$ cat config.mk
export PLATFORM = sky130hd
export DESIGN_NAME = scroll_fetch_seq
export DESIGN_NICKNAME = d
export VERILOG_FILES = /design/src/rtl/scroll_fetch_seq_pkg.sv /design/src/rtl/scroll_fetch_seq_slot_timer.sv /design/src/rtl/scroll_fetch_seq.sv
export SDC_FILE = /design/constraint.sdc
export NUM_CORES = 1
export LEC_CHECK = 0
export BUFFER_PORTS_ARGS = -buffer_cell sky130_fd_sc_hd__buf_2
export CORE_MARGIN = 5
export CORE_UTILIZATION = 54
export DETAILED_ROUTE_END_ITERATION = 10
export GPL_TIMING_DRIVEN = 0
export PLACE_DENSITY = 0.79
export SLEW_MARGIN = 20
export SYNTH_ARGS = -nofsm -noshare
export SYNTH_HDL_FRONTEND = slang
export SYNTH_SLANG_ARGS = --single-unit
$ cat constraint.sdc
create_clock -name i_EMU_MCLK -period 2.85 [get_ports i_EMU_MCLK]
set_clock_uncertainty 0.15 [all_clocks]
set_input_delay 0.1425 -clock i_EMU_MCLK [delete_from_list [all_inputs] [get_ports i_EMU_MCLK]]
set_output_delay 0.1425 -clock i_EMU_MCLK [all_outputs]
set_load 0.01 [all_outputs]
$ cat src/rtl/scroll_fetch_seq_pkg.sv
// Shared definitions for the scroll-RAM fetch sequencer: FSM encoding, RAM base
// addresses, GFX slot phase constants and address-forming helpers.
package scroll_pkg;

   typedef enum logic [2:0] {
      ST_IDLE  = 3'd0,
      ST_HA_LO = 3'd1,
      ST_HA_HI = 3'd2,
      ST_HB_LO = 3'd3,
      ST_HB_HI = 3'd4,
      ST_HDONE = 3'd5,
      ST_VCOL  = 3'd6
   } state_t;

   localparam logic [10:0] HS_A_BASE = 11'h400;
   localparam logic [10:0] HS_B_BASE = 11'h600;
   localparam logic [10:0] VS_A_BASE = 11'h000;
   localparam logic [10:0] VS_B_BASE = 11'h080;

   // A GFX slot is two pixels; each pixel is six MCLK phases.
   localparam logic       LAUNCH_PIX  = 1'b0;
   localparam logic [2:0] LAUNCH_PH   = 3'd5;
   localparam logic       CAPTURE_PIX = 1'b1;
   localparam logic [2:0] CAPTURE_PH  = 3'd3;
   localparam logic       UPDATE_PIX  = 1'b1;
   localparam logic [2:0] UPDATE_PH   = 3'd4;

   function automatic logic [10:0] hs_addr(input logic [10:0] base,
                                           input logic [7:0]  vcnt,
                                           input logic        hi);
      return base + {2'b00, vcnt, hi};
   endfunction

   function automatic logic [10:0] vs_addr(input logic       h4,
                                           input logic [5:0] col);
      return (h4 ? VS_B_BASE : VS_A_BASE) + {5'b00000, col};
   endfunction

endpackage

$ cat src/rtl/scroll_fetch_seq_slot_timer.sv
// Decodes the emulator timing bus into the per-slot launch, capture and
// address-update strobes.
module scroll_slot_timer
   import scroll_pkg::*;
(
   input  logic [4:0] i_EMU_TIMING,
   output logic       o_launch,
   output logic       o_capture,
   output logic       o_addr_update
);

   logic [2:0] w_phase;
   logic       w_parity;
   logic       w_unused_timing;

   assign w_phase         = i_EMU_TIMING[2:0];
   assign w_parity        = i_EMU_TIMING[3];
   assign w_unused_timing = i_EMU_TIMING[4];

   assign o_launch      = (w_parity == LAUNCH_PIX)  && (w_phase == LAUNCH_PH);
   assign o_capture     = (w_parity == CAPTURE_PIX) && (w_phase == CAPTURE_PH);
   assign o_addr_update = (w_parity == UPDATE_PIX)  && (w_phase == UPDATE_PH);

endmodule

$ cat src/rtl/scroll_fetch_seq.sv
// Scroll-RAM fetch sequencer: reads per-line HSCROLL in horizontal blank and
// per-column VSCROLL during the active line for two tilemap layers.
module scroll_fetch_seq
   import scroll_pkg::*;
(
   input  logic        i_EMU_MCLK,
   input  logic        i_EMU_RST_n,
   input  logic [4:0]  i_EMU_TIMING,
   input  logic        i_VCLK,
   input  logic        i_H4,
   input  logic [8:0]  i_HCNT,
   input  logic [7:0]  i_VCNT,
   output logic [10:0] o_GFXADDR,
   input  logic [7:0]  i_GFXDATA,
   output logic [8:0]  o_TMA_HSCROLL,
   output logic [8:0]  o_TMB_HSCROLL,
   output logic [7:0]  o_TMA_VSCROLL,
   output logic [7:0]  o_TMB_VSCROLL,
   output logic        o_FETCH_ERR
);

   logic w_launch;
   logic w_capture;
   logic w_addr_upd;

   scroll_slot_timer u_slot_timer (
      .i_EMU_TIMING  (i_EMU_TIMING),
      .o_launch      (w_launch),
      .o_capture     (w_capture),
      .o_addr_update (w_addr_upd)
   );

   state_t      r_state;
   logic        r_vclk_d;
   logic [2:0]  r_hcnt_lo_d;
   logic        r_addr_vld;
   logic        r_launched;
   logic        r_vsel;
   logic [10:0] r_gfxaddr;
   logic [8:0]  r_sh_a, r_sh_b;
   logic [8:0]  r_tma_h, r_tmb_h;
   logic [7:0]  r_stg_a, r_stg_b;
   logic [7:0]  r_tma_v, r_tmb_v;
   logic        r_err;

   logic       w_vclk_fall;
   logic       w_vclk_rise;
   logic       w_col_roll;
   logic       w_cap_ok;
   logic [5:0] w_col_next;

   assign w_vclk_fall = r_vclk_d & ~i_VCLK;
   assign w_vclk_rise = ~r_vclk_d & i_VCLK;
   assign w_col_roll  = (r_hcnt_lo_d == 3'd7) && (i_HCNT[2:0] == 3'd0);
   assign w_col_next  = i_HCNT[8:3] + 6'd1;
   // Only capture data whose address was both set and launched in this state.
   assign w_cap_ok    = w_capture & r_launched;

   always_ff @(posedge i_EMU_MCLK or negedge i_EMU_RST_n) begin
      if (!i_EMU_RST_n) begin
         r_state     <= ST_IDLE;
         r_vclk_d    <= 1'b0;
         r_hcnt_lo_d <= 3'd0;
         r_addr_vld  <= 1'b0;
         r_launched  <= 1'b0;
         r_vsel      <= 1'b0;
         r_gfxaddr   <= 11'd0;
         r_sh_a      <= 9'd0;
         r_sh_b      <= 9'd0;
         r_tma_h     <= 9'd0;
         r_tmb_h     <= 9'd0;
         r_stg_a     <= 8'd0;
         r_stg_b     <= 8'd0;
         r_tma_v     <= 8'd0;
         r_tmb_v     <= 8'd0;
         r_err       <= 1'b0;
      end else begin
         r_vclk_d    <= i_VCLK;
         r_hcnt_lo_d <= i_HCNT[2:0];
         if (w_col_roll) begin
            r_tma_v <= r_stg_a;
            r_tmb_v <= r_stg_b;
         end
         // VCLK edges outrank any slot event landing on the same clock.
         if (w_vclk_rise) begin
            r_state    <= ST_IDLE;
            r_addr_vld <= 1'b0;
            r_launched <= 1'b0;
         end else if (w_vclk_fall) begin
            r_state    <= ST_VCOL;
            r_addr_vld <= 1'b0;
            r_launched <= 1'b0;
            if (r_state == ST_HDONE) begin
               r_tma_h <= r_sh_a;
               r_tmb_h <= r_sh_b;
            end else begin
               r_err <= 1'b1;
            end
         end else begin
            if (w_launch) begin
               r_launched <= r_addr_vld;
            end
            if (w_cap_ok) begin
               case (r_state)
                  ST_HA_LO: r_sh_a[7:0] <= i_GFXDATA;
                  ST_HA_HI: r_sh_a[8]   <= i_GFXDATA[0];
                  ST_HB_LO: r_sh_b[7:0] <= i_GFXDATA;
                  ST_HB_HI: r_sh_b[8]   <= i_GFXDATA[0];
                  ST_VCOL: begin
                     if (r_vsel) r_stg_b <= i_GFXDATA;
                     else        r_stg_a <= i_GFXDATA;
                  end
                  default: ;
               endcase
            end
            if (w_addr_upd) begin
               r_launched <= 1'b0;
               case (r_state)
                  ST_IDLE: begin
                     if (i_VCLK) begin
                        r_state    <= ST_HA_LO;
                        r_gfxaddr  <= hs_addr(HS_A_BASE, i_VCNT, 1'b0);
                        r_addr_vld <= 1'b1;
                     end
                  end
                  ST_HA_LO: begin
                     r_state   <= ST_HA_HI;
                     r_gfxaddr <= hs_addr(HS_A_BASE, i_VCNT, 1'b1);
                  end
                  ST_HA_HI: begin
                     r_state   <= ST_HB_LO;
                     r_gfxaddr <= hs_addr(HS_B_BASE, i_VCNT, 1'b0);
                  end
                  ST_HB_LO: begin
                     r_state   <= ST_HB_HI;
                     r_gfxaddr <= hs_addr(HS_B_BASE, i_VCNT, 1'b1);
                  end
                  ST_HB_HI: begin
                     r_state    <= ST_HDONE;
                     r_addr_vld <= 1'b0;
                  end
                  ST_VCOL: begin
                     r_gfxaddr  <= vs_addr(i_H4, w_col_next);
                     r_vsel     <= i_H4;
                     r_addr_vld <= 1'b1;
                  end
                  default: ;
               endcase
            end
         end
      end
   end

   assign o_GFXADDR     = r_gfxaddr;
   assign o_TMA_HSCROLL = r_tma_h;
   assign o_TMB_HSCROLL = r_tmb_h;
   assign o_TMA_VSCROLL = r_tma_v;
   assign o_TMB_VSCROLL = r_tmb_v;
   assign o_FETCH_ERR   = r_err;

endmodule

==> results.py, run 1 <==
metrics = {
    "run_status": {
        "status": "finished clean",
    },
    "power_and_ir_drop": {
        "combPwrFrac_pct": 20.8,
        "p_sw_mw": 0.884,
        "intPower_mw": 2.12,
        "clkPwrFrac_pct": 29.2,
        "ir_worst_vdd_mv": 0.259,
        "power.density_nw_per_um2": 632,
        "p_leak_nw": 2.51,
        "total_power_mw": 3.01,
        "switching_share_pct": 29.4,
        "seqPwrFrac_pct": 50.0,
    },
    "critical_path": {
        "cpMostUsedCell": "inv_1",
        "worstPathMaxFanout": 8,
        "critPathKind": "input pin to flop",
        "cp_slowest_cell": "nor3_2",
        "path_cells": "dlygate4sd3_1 -> buf_2 -> inv_1 -> ha_1 -> inv_1 -> nand3_4 -> nor3_2 -> mux2_2",
        "cp.arrival_ns": 2.63,
        "slowest_delay_ns": 0.63,
        "critPathCaptureType": "flop",
        "startpoint_type": "input pin",
        "cp.required_ns": 2.94,
    },
    "routing": {
        "viasPerCell": 5.23,
        "routedWlPerCell_microns": 15.8,
        "wirelength_microns": 7750,
        "drt_first_pass_iters": 4,
        "drtAntennaViolNets": 0,
        "remaining_drc_errors": 0,
        "drt_iter0_drc": 88,
        "vias": 2563,
    },
    "final_layout": {
        "nets": 428,
        "syn2layout_area_growth_pct": 25.4,
        "final_common_cell": "dfrtp_1",
        "final_cell_mix": "90 x dfrtp_1, 83 x buf_2, 63 x mux2_2",
        "fin_util_pct": 69.6,
        "diodes": 0,
        "fill_cells": 498,
        "final_layout_size_suffix_gt1_share_pct": 45.2,
        "design_area_sq_um": 4750,
        "fin_cells": 490,
    },
    "logic_synthesis": {
        "ys.flop_type": "dfrtp_1",
        "synth-compound-area-share_pct": 4.75,
        "synth_mux_area_share_pct": 23.2,
        "synthesis.area_sq_um": 3790,
        "async_flop_share_pct": 100,
        "syn_inst": 277,
        "yosys_warnings": 0,
        "synthesis.nets": 316,
        "synth-seq-area-share_pct": 59.4,
        "syn_area_per_cell_sq_um": 13.7,
        "ys_types": 41,
        "synth-simple-area-share_pct": 7.79,
        "synth_fa_ha_area_share_pct": 1.65,
        "synth_xor_area_share_pct": 0.924,
        "synth_seq_cells": 90,
        "synth_edf_count": 0,
        "synth_top_family_by_area": "multiplexers",
    },
    "floorplanning": {
        "die_h_microns": 93.8,
        "die-area_sq_um": 8800,
        "rows": 30,
        "io_pins": 80,
        "coreArea_sq_um": 6830,
        "initial_utilization_pct": 55.5,
        "fp.dieW_microns": 93.8,
    },
    "clocking": {
        "clk_latency_ns": 0.35,
        "cts_tree": "yes",
        "clk_transition_reported_paths_ns": 0.09,
        "clock_sinks": 90,
        "cts_made_buffers": 9,
        "clockBufferDepth": 2,
        "cts_max_level": 3,
        "clock-root-buffer": "clkbuf_8",
        "post_cts_buffers": 0,
    },
    "place": {
        "portBuffers": 78,
        "gp_congestion": 0.913,
        "place_ws_ns": 0.418,
        "dpl.hpwl_microns": 5430,
        "dpl_cell_area_sq_um": 4330,
        "dp.cells": 452,
    },
    "timing": {
        "setup_viol": 0,
        "fin_ws_ns": 0.314,
        "timing.final.crit_share_pct": 89.0,
        "slew_viol_final": 0,
        "fin_hold_ws_ns": 0.0108,
        "slew_headroom_pct": 50.6,
        "rsz0062_at_grt": "no",
        "max_freq_mhz": 394,
        "tns_ns": 0,
        "hold_viol_final": 0,
        "worst_pin_slew_ns": 0.736,
        "period_needed_ns": 2.54,
    },
    "global_route": {
        "antenna_found_initial": 0,
        "grt_max_degree": 48,
        "grt_pass1_vias": 2575,
        "track_usage_pct": 19.0,
        "overflow": 0,
        "grt_pass1_wl_microns": 12900,
    },
    "hold_path": {
        "hold_path_class": "input pin to flop",
    },
    "flow_run": {
        "max_cap_viol_count": 0,
    },
}
registers in the layout, indices dropped and copies added, names as in the netlist:
name / count
o_FETCH_ERR: 1
r_launched: 1
r_sh_a: 9
r_stg_b: 8
o_TMA_VSCROLL: 8
r_sh_b: 9
o_GFXADDR: 11
r_vsel: 1
o_TMB_HSCROLL: 9
r_addr_vld: 1
r_hcnt_lo_d: 3
r_state: 3
o_TMB_VSCROLL: 8
o_TMA_HSCROLL: 9
r_stg_a: 8
r_vclk_d: 1
kinds of logic after synthesis:
kind of cell,Yosys count
DFF,90
muxes,76
and+or+nand+nor,54
AOI/OAI and AO/OA,29
buffers and inverters,19
adders and majority gates,5
xor gates and xnor gates,4
per-layer routing:
layer	wire length, microns	global-route usage [%]	up-vias	part of all wire, %
li1	-	-	1209	-
met1	3480	26.5	1275	45
met2	3840	29.7	63	50
met3	257	2.64	16	3.3
met4	169	8.66	0	2.2
met5	0	0	-	0
power by group through the flow:
stage,Combinational (mW),Sequential [mW],Clock [mW]
2_1_floorplan,0.339,1.56,0
3_3_place_gp,0.589,1.52,0
3_5_place_dp,0.602,1.53,0
4_1_cts,0.626,1.51,0.896
5_1_grt,0.696,1.53,0.950
6_report,0.624,1.50,0.878
final timing paths:
path	start	end	slack (ns)	depth (start not counted)
max	i_VCLK	r_sh_a[4]$_DFFE_PN0P_	0.31	8
min	i_EMU_TIMING[2]	r_launched$_DFFE_PN0P_	0.01	4
max reg2reg	r_vclk_d$_DFF_PN0_	r_sh_a[4]$_DFFE_PN0P_	0.42	6
min reg2reg	o_FETCH_ERR$_DFFE_PN0P_	o_FETCH_ERR$_DFFE_PN0P_	0.32	1
max in group asynchronous	i_EMU_RST_n	r_state[2]$_DFFE_PN0P_	1.78	3
min in group asynchronous	i_EMU_RST_n	r_state[0]$_DFFE_PN0P_	0.16	2
synthesized netlist by cell type, drive strengths merged, types with 5 or more instances:
master,number,area (sq um)
buf,7,41.3
clkbuf,5,20.0
dfrtp,90,2250
ha,5,62.6
inv,7,26.3
mux2,71,830
mux2i,5,50.1
nand2,19,71.3
nand3,6,42.5
nor2,9,33.8
nor3,9,66.3
o21ai,15,75.1
final cells by class:
| type | count | area [sq um] | area share [%] |
|---|---|---|---|
| buffer | 12 | 61.3 | 1.29 |
| sequential | 90 | 2250 | 47.4 |
| tap | 96 | 120 | 2.53 |
| clock inverter | 6 | 73.8 | 1.55 |
| inverter | 7 | 26.3 | 0.553 |
| timing repair buffer | 101 | 641 | 13.5 |
| multi-input combinational | 168 | 1450 | 30.6 |
| clock buffer | 10 | 128 | 2.68 |
timing repair:
item	in CTS	in global routing
hold buffers	22	0
hold endpoints to repair	90	0
gates resized for setup	0	0
critical path: cells and delay by family:
kind | cells | cell delay [ns]
AND/OR/NAND/NOR | 2 | 0.76
multiplexers | 1 | 0.42
buffers and inverters | 4 | 0.92
adder cells (fa/ha/maj) | 1 | 0.38
No activity file was read; power rests on OpenSTA's default activity.
==> run 2: changes to the inputs <==
- CELL_PAD_IN_SITES_DETAIL_PLACEMENT: unset -> 0
- CELL_PAD_IN_SITES_GLOBAL_PLACEMENT: unset -> 1
- CORE_UTILIZATION: 54 -> 44
- CTS_CLUSTER_SIZE: unset -> 10
- PLACE_DENSITY: 0.79 -> unset
- PLACE_DENSITY_LB_ADDON: unset -> 0.1
- TNS_END_PERCENT: unset -> 30
==> run 2 against run 1 <==
Compared with the run above:
- combinational power about the same
- register-to-register slack worse by 0.02 ns
- clock power is 7.2% lower
- worst hold slack improved by 0.026 ns
- critical path type unchanged
==> results.py, run 2 (synthesis gave the netlist of run 1 again) <==
metrics = {
    "timing": {
        "rsz0062_at_grt": "no",
        "slew_headroom_pct": 50.2,
        "setup_viol": 0,
        "timing.final.crit_share_pct": 89.6,
        "max_freq_mhz": 392,
        "worst_pin_slew_ns": 0.743,
        "period_needed_ns": 2.55,
        "hold_viol_final": 0,
        "slew_viol_final": 0,
        "tns_ns": 0,
    },
    "critical_path": {
        "r2r_start": "r_vclk_d$_DFF_PN0_",
        "path_buf_inv": 4,
        "worstPathMaxFanout": 8,
        "critPathKind": "input pin to flop",
        "cp_top_family": "buffers and inverters",
        "critPathCaptureType": "flop",
        "rrSetupSlack_ns": 0.40,
        "startpoint_type": "input pin",
        "path_cells": "dlygate4sd3_1 -> buf_2 -> inv_1 -> ha_1 -> inv_1 -> nand3_4 -> nor3_2 -> mux2_2",
        "slowest_delay_ns": 0.63,
        "cp_slowest_cell": "nor3_2",
        "reg2reg_depth": 6,
        "timing.rr.end": "r_sh_a[1]$_DFFE_PN0P_",
        "cpMostUsedCell": "inv_1",
        "cp.depth": 8,
        "cp.arrival_ns": 2.64,
        "cp.required_ns": 2.94,
    },
    "clocking": {
        "clockBufferDepth": 2,
        "cts_tree": "yes",
        "clock_sinks": 90,
        "ctsResizeCount": 0,
        "clk_latency_ns": 0.35,
        "cts_made_buffers": 9,
        "cts_max_level": 3,
        "clk_transition_reported_paths_ns": 0.09,
        "clock-root-buffer": "clkbuf_8",
    },
    "global_route": {
        "grt_pass1_vias": 2581,
        "overflow": 0,
        "track_usage_pct": 16.5,
        "grt_pass1_wl_microns": 13200,
        "antenna_found_initial": 0,
        "grt_max_degree": 61,
    },
    "routing": {
        "viasPerCell": 5.05,
        "remaining_drc_errors": 0,
        "vias": 2526,
        "drtAntennaViolNets": 0,
        "routedWlPerCell_microns": 16.0,
        "drt_iter0_drc": 54,
        "drt_first_pass_iters": 4,
        "wirelength_microns": 8020,
    },
    "power_and_ir_drop": {
        "power.density_nw_per_um2": 619,
        "switching_share_pct": 30.2,
        "intPower_mw": 2.05,
        "clkPwrFrac_pct": 27.7,
        "p_leak_nw": 2.51,
        "p_sw_mw": 0.891,
        "total_power_mw": 2.94,
        "seqPwrFrac_pct": 51.1,
        "combPwrFrac_pct": 21.3,
        "ir_worst_vdd_mv": 0.306,
    },
    "floorplanning": {
        "rows": 33,
        "die_h_microns": 103,
        "io_pins": 80,
        "initial_utilization_pct": 45.7,
        "fp.dieW_microns": 103,
        "coreArea_sq_um": 8300,
        "die-area_sq_um": 10600,
    },
    "hold_path": {
        "hold_path_class": "input pin to flop",
        "hold_depth": 4,
        "min_from": "i_HCNT[7]",
        "holdPathEnd": "o_GFXADDR[4]$_DFFE_PN0P_",
    },
    "final_layout": {
        "final_cell_mix": "90 x dfrtp_1, 83 x buf_2, 63 x mux2_2",
        "largest_reg_flops": 11,
        "nets": 429,
        "final_layout_size_suffix_gt1_share_pct": 45.3,
        "fill_cells": 726,
        "final_common_cell": "dfrtp_1",
        "syn2layout_area_growth_pct": 25.5,
        "diodes": 0,
        "design_area_sq_um": 4760,
    },
    "run_status": {
        "status": "finished clean",
    },
    "place": {
        "portBuffers": 78,
        "dpl.hpwl_microns": 5670,
        "gp_congestion": 0.746,
        "dpl_cell_area_sq_um": 4340,
    },
    "flow_run": {
        "max_cap_viol_count": 0,
    },
}
[run 2: routing by layer]
metal  vias up  GRT usage [%]  wire length (microns)
li1       1198              -                      -
met4         0           5.68                    119
met5         -              0                      0
met1      1269           23.4                   3770
met2        50           25.0                   3760
met3         9           3.86                    368
[run 2: power by group through the flow]
| stage | Clock [mW] | Combinational, mW | Sequential, mW |
|---|---|---|---|
| global placement | 0 | 0.600 | 1.52 |
| finish | 0.815 | 0.626 | 1.50 |
| global route | 0.903 | 0.697 | 1.53 |
| CTS | 0.842 | 0.634 | 1.51 |
| detailed placement | 0 | 0.609 | 1.53 |
| floorplan | 0 | 0.339 | 1.56 |
[run 2: worst max-delay path by stage]
stage	startpoint	endpoint	slack (ns)
4_1_cts	i_VCLK	r_sh_a[1]$_DFFE_PN0P_	0.29
3_3_place_gp	r_vclk_d$_DFF_PN0_	r_sh_a[0]$_DFFE_PN0P_	0.42
5_1_grt	i_VCLK	r_sh_a[0]$_DFFE_PN0P_	0.16
6_report	i_VCLK	r_sh_a[1]$_DFFE_PN0P_	0.30
3_5_place_dp	r_vclk_d$_DFF_PN0_	r_sh_a[4]$_DFFE_PN0P_	0.40
2_1_floorplan	r_vclk_d$_DFF_PN0_	r_sh_b[0]$_DFFE_PN0P_	0.81
[run 2: layout make-up]
cell class	instances	area [sq um]	share of cell area [%]
Sequential cell	90	2250	47.3
Multi-Input combinational cell	168	1450	30.5
Timing Repair Buffer	102	651	13.7
Clock buffer	10	138	2.89
Tap cell	105	131	2.76
Buffer	12	61.3	1.29
Clock inverter	6	46.3	0.973
Inverter	7	26.3	0.552
[run 2: per-stage QoR]
| stage | setup WS, ns | hold slack [ns] | instances | utilization (%) |
|---|---|---|---|---|
| 2_1_floorplan | 0.806 | -0.303 | 277 | - |
| 3_3_place_gp | 0.420 | 0.109 | 460 | 52.0 |
| 3_5_place_dp | 0.401 | -0.0290 | 461 | 52.3 |
| 4_1_cts | 0.291 | 0.0304 | 500 | 57.3 |
| 5_1_grt | 0.163 | 0.0720 | 500 | 57.3 |
| 6_report | 0.297 | 0.0366 | 500 | 57.3 |
[run 2: timing repair]
action,CTS,global route
hold buffers,23,0
setup endpoints to repair,0,0
endpoints found under the hold margin,79,0
setup buffers,0,0
[run 2: worst reg2reg max path: stages (launching register included)]
cell     delay, ns
dfrtp_1       0.38
inv_1         0.07
ha_1          0.37
inv_1         0.18
nand3_4       0.13
nor3_2        0.63
mux2_2        0.41
==> run 3: changes to the inputs <==
- SYNTH_HIERARCHICAL: unset -> 1
- TNS_END_PERCENT: 30 -> unset
==> run 3 against run 2 <==
Compared with the run above:
- clock power increased by 9.2%
- worst setup slack better by 0.14 ns
- power down 7.2%
- synthesized cell count decreased by 1.4%
- sequential power decreased by 6%
- critical path depth shrank 1
- critical endpoint is now r_stg_a[7]$_DFFE_PN0P_
==> results.py, run 3 <==
metrics = {
    "final_layout": {
        "fin_cells": 498,
        "multi_input_area_sq_um": 1510,
        "largest_reg_flops": 11,
        "diodes": 0,
        "final_cell_mix": "90 x dfrtp_1, 83 x buf_2, 69 x mux2_2",
        "final_common_cell": "dfrtp_1",
        "syn2layout_area_growth_pct": 25.6,
        "design_area_sq_um": 4810,
        "regArea_sq_um": 2250,
        "nets": 424,
        "fill_cells": 778,
        "final_layout_size_suffix_gt1_share_pct": 46.7,
    },
    "clocking": {
        "clock-root-buffer": "clkbuf_8",
        "ctsResizeCount": 0,
        "postCtsHoldBufs": 22,
        "post_cts_buffers": 0,
        "clk_latency_ns": 0.35,
        "cts_made_buffers": 9,
        "cts_max_level": 3,
        "clock_sinks": 90,
        "clk_transition_reported_paths_ns": 0.09,
        "clockBufferDepth": 2,
        "cts_tree": "yes",
    },
    "power_and_ir_drop": {
        "seqPwrFrac_pct": 51.6,
        "combPwrFrac_pct": 15.8,
        "clkPwrFrac_pct": 32.6,
        "power.density_nw_per_um2": 568,
        "p_sw_mw": 0.767,
        "p_leak_nw": 2.53,
        "switching_share_pct": 28.1,
        "ir_worst_vdd_mv": 0.257,
        "intPower_mw": 1.96,
        "total_power_mw": 2.73,
    },
    "global_route": {
        "grt_pass1_vias": 2501,
        "grt_max_degree": 50,
        "track_usage_pct": 15.8,
        "grt_pass1_wl_microns": 12900,
        "overflow": 0,
        "antenna_found_initial": 0,
    },
    "logic_synthesis": {
        "synthesis.area_sq_um": 3830,
        "ys.flop_type": "dfrtp_1",
        "synth_fa_ha_area_share_pct": 1.63,
        "yosys_warnings": 6,
        "synth_edf_count": 0,
        "yosysMostFrequentCell": "dfrtp_1",
        "ys_types": 40,
        "synth_seq_cells": 90,
        "synthesis.nets": 312,
        "ys_top_cells_by_count": "90 x dfrtp_1, 69 x mux2_2, 18 x nand2_1, 11 x o21ai_0, 10 x nor2_1",
        "async_flop_share_pct": 100,
        "synth-compound-area-share_pct": 5.00,
        "synth_xor_area_share_pct": 0.914,
        "synth.top_cells.by_area": "dfrtp_1 59%, mux2_2 20%, nand2_1 1.8%, ha_1 1.6%, o21ai_0 1.4%",
        "synth-seq-area-share_pct": 58.8,
        "yosys.area.top_type": "dfrtp_1",
        "synth-simple-area-share_pct": 10.6,
        "synth_top_area_share_pct": 58.8,
        "synth_top_family_by_area": "multiplexers",
        "synth_mux_area_share_pct": 21.3,
        "syn_inst": 273,
        "syn_area_per_cell_sq_um": 14.0,
    },
    "critical_path": {
        "critPathCaptureType": "flop",
        "cp.arrival_ns": 2.50,
        "worstPathMaxFanout": 8,
        "startpoint_type": "input pin",
        "cp.required_ns": 2.93,
        "rrSetupSlack_ns": 0.56,
        "critPathKind": "input pin to flop",
    },
    "run_status": {
        "status": "finished clean",
    },
    "timing": {
        "worst_pin_slew_ns": 0.662,
        "max_freq_mhz": 414,
        "period_needed_ns": 2.42,
        "fin_ws_ns": 0.432,
        "timing.final.crit_share_pct": 84.8,
        "hold_viol_final": 0,
        "rsz0062_at_grt": "no",
        "slew_headroom_pct": 55.7,
        "tns_ns": 0,
        "slew_viol_final": 0,
        "setup_viol": 0,
    },
    "routing": {
        "drt_iter0_drc": 71,
        "drt_first_pass_iters": 4,
        "viasPerCell": 5.05,
        "vias": 2513,
        "routedWlPerCell_microns": 15.8,
        "wirelength_microns": 7880,
        "drtAntennaViolNets": 0,
        "remaining_drc_errors": 0,
    },
    "floorplanning": {
        "die_h_microns": 103,
        "coreArea_sq_um": 8590,
        "die-area_sq_um": 10700,
        "rows": 34,
        "fp.dieW_microns": 103,
        "initial_utilization_pct": 44.6,
        "io_pins": 80,
    },
    "place": {
        "dp.cells": 460,
        "dpl.hpwl_microns": 5500,
        "dpl_cell_area_sq_um": 4390,
        "place_ws_ns": 0.541,
        "gp_congestion": 0.810,
        "portBuffers": 78,
    },
    "flow_run": {
        "max_cap_viol_count": 0,
    },
    "hold_path": {
        "hold_path_class": "input pin to flop",
    },
}
-- run 3: per-layer routing --
metal  global-route usage (%)  wire, microns
met1                     21.2           3560
met2                     25.1           3790
met3                     4.29            470
met4                     5.08             55
met5                        0              0
-- run 3: area by class of cell --
type,instances,share of cell area (%)
clock inverter,6,1.51
timing repair buffer,101,13.4
buffer,9,1.01
inverter,5,0.390
tap,108,2.81
multi-input combinational,169,31.4
clock buffer,10,2.65
sequential,90,46.8
-- run 3: path summary, 6_finish.rpt --
| kind | start | end | cells past startpoint |
|---|---|---|---|
| min in group asynchronous | i_EMU_RST_n | r_launched$_DFFE_PN0P_ | 2 |
| setup / recovery | i_VCLK | r_stg_a[7]$_DFFE_PN0P_ | 7 |
| setup reg to reg | r_vclk_d$_DFF_PN0_ | r_sh_b[2]$_DFFE_PN0P_ | 5 |
| max in group asynchronous | i_EMU_RST_n | r_stg_b[5]$_DFFE_PN0P_ | 3 |
| hold reg to reg | o_FETCH_ERR$_DFFE_PN0P_ | o_FETCH_ERR$_DFFE_PN0P_ | 1 |
| hold / removal | i_HCNT[7] | o_GFXADDR[4]$_DFFE_PN0P_ | 4 |
-- run 3: per-stage QoR --
| step | hold slack (ns) | util (%) |
|---|---|---|
| after global routing | 0.0246 | 56.0 |
| after floorplan | -0.303 | - |
| final | 0.0217 | 56.0 |
| after detailed placement | -0.0623 | 51.1 |
| after global placement | 0.111 | 50.7 |
| after CTS | 0.00601 | 56.0 |
-- run 3: power groups by stage --
stage | Sequential, mW | Clock, mW | Combinational [mW]
floorplan | 1.46 | 0 | 0.211
global placement | 1.43 | 0 | 0.409
detailed placement | 1.44 | 0 | 0.419
CTS | 1.41 | 0.924 | 0.442
global route | 1.42 | 0.975 | 0.487
finish | 1.41 | 0.890 | 0.432
-- run 3: critical path, cell delays in order --
cell           delay, ns
dlygate4sd3_1       0.52
buf_2               0.14
inv_1               0.08
ha_1                0.27
nor2_1              0.31
nor4b_4             0.61
mux2_2              0.41
-- run 3: kinds of logic (layout without fill, tap and decap cells) --
| kind of cell | count (synthesis) | after routing |
|---|---|---|
| flip-flops | 90 | 90 |
| multiplexers | 73 | 73 |
| AND/OR/NAND/NOR | 58 | 58 |
| AO/OA/AOI/OAI | 29 | 29 |
| buffers and inverters | 14 | 131 |
| adder cells (fa/ha/maj) | 5 | 5 |
| XOR/XNOR | 4 | 4 |
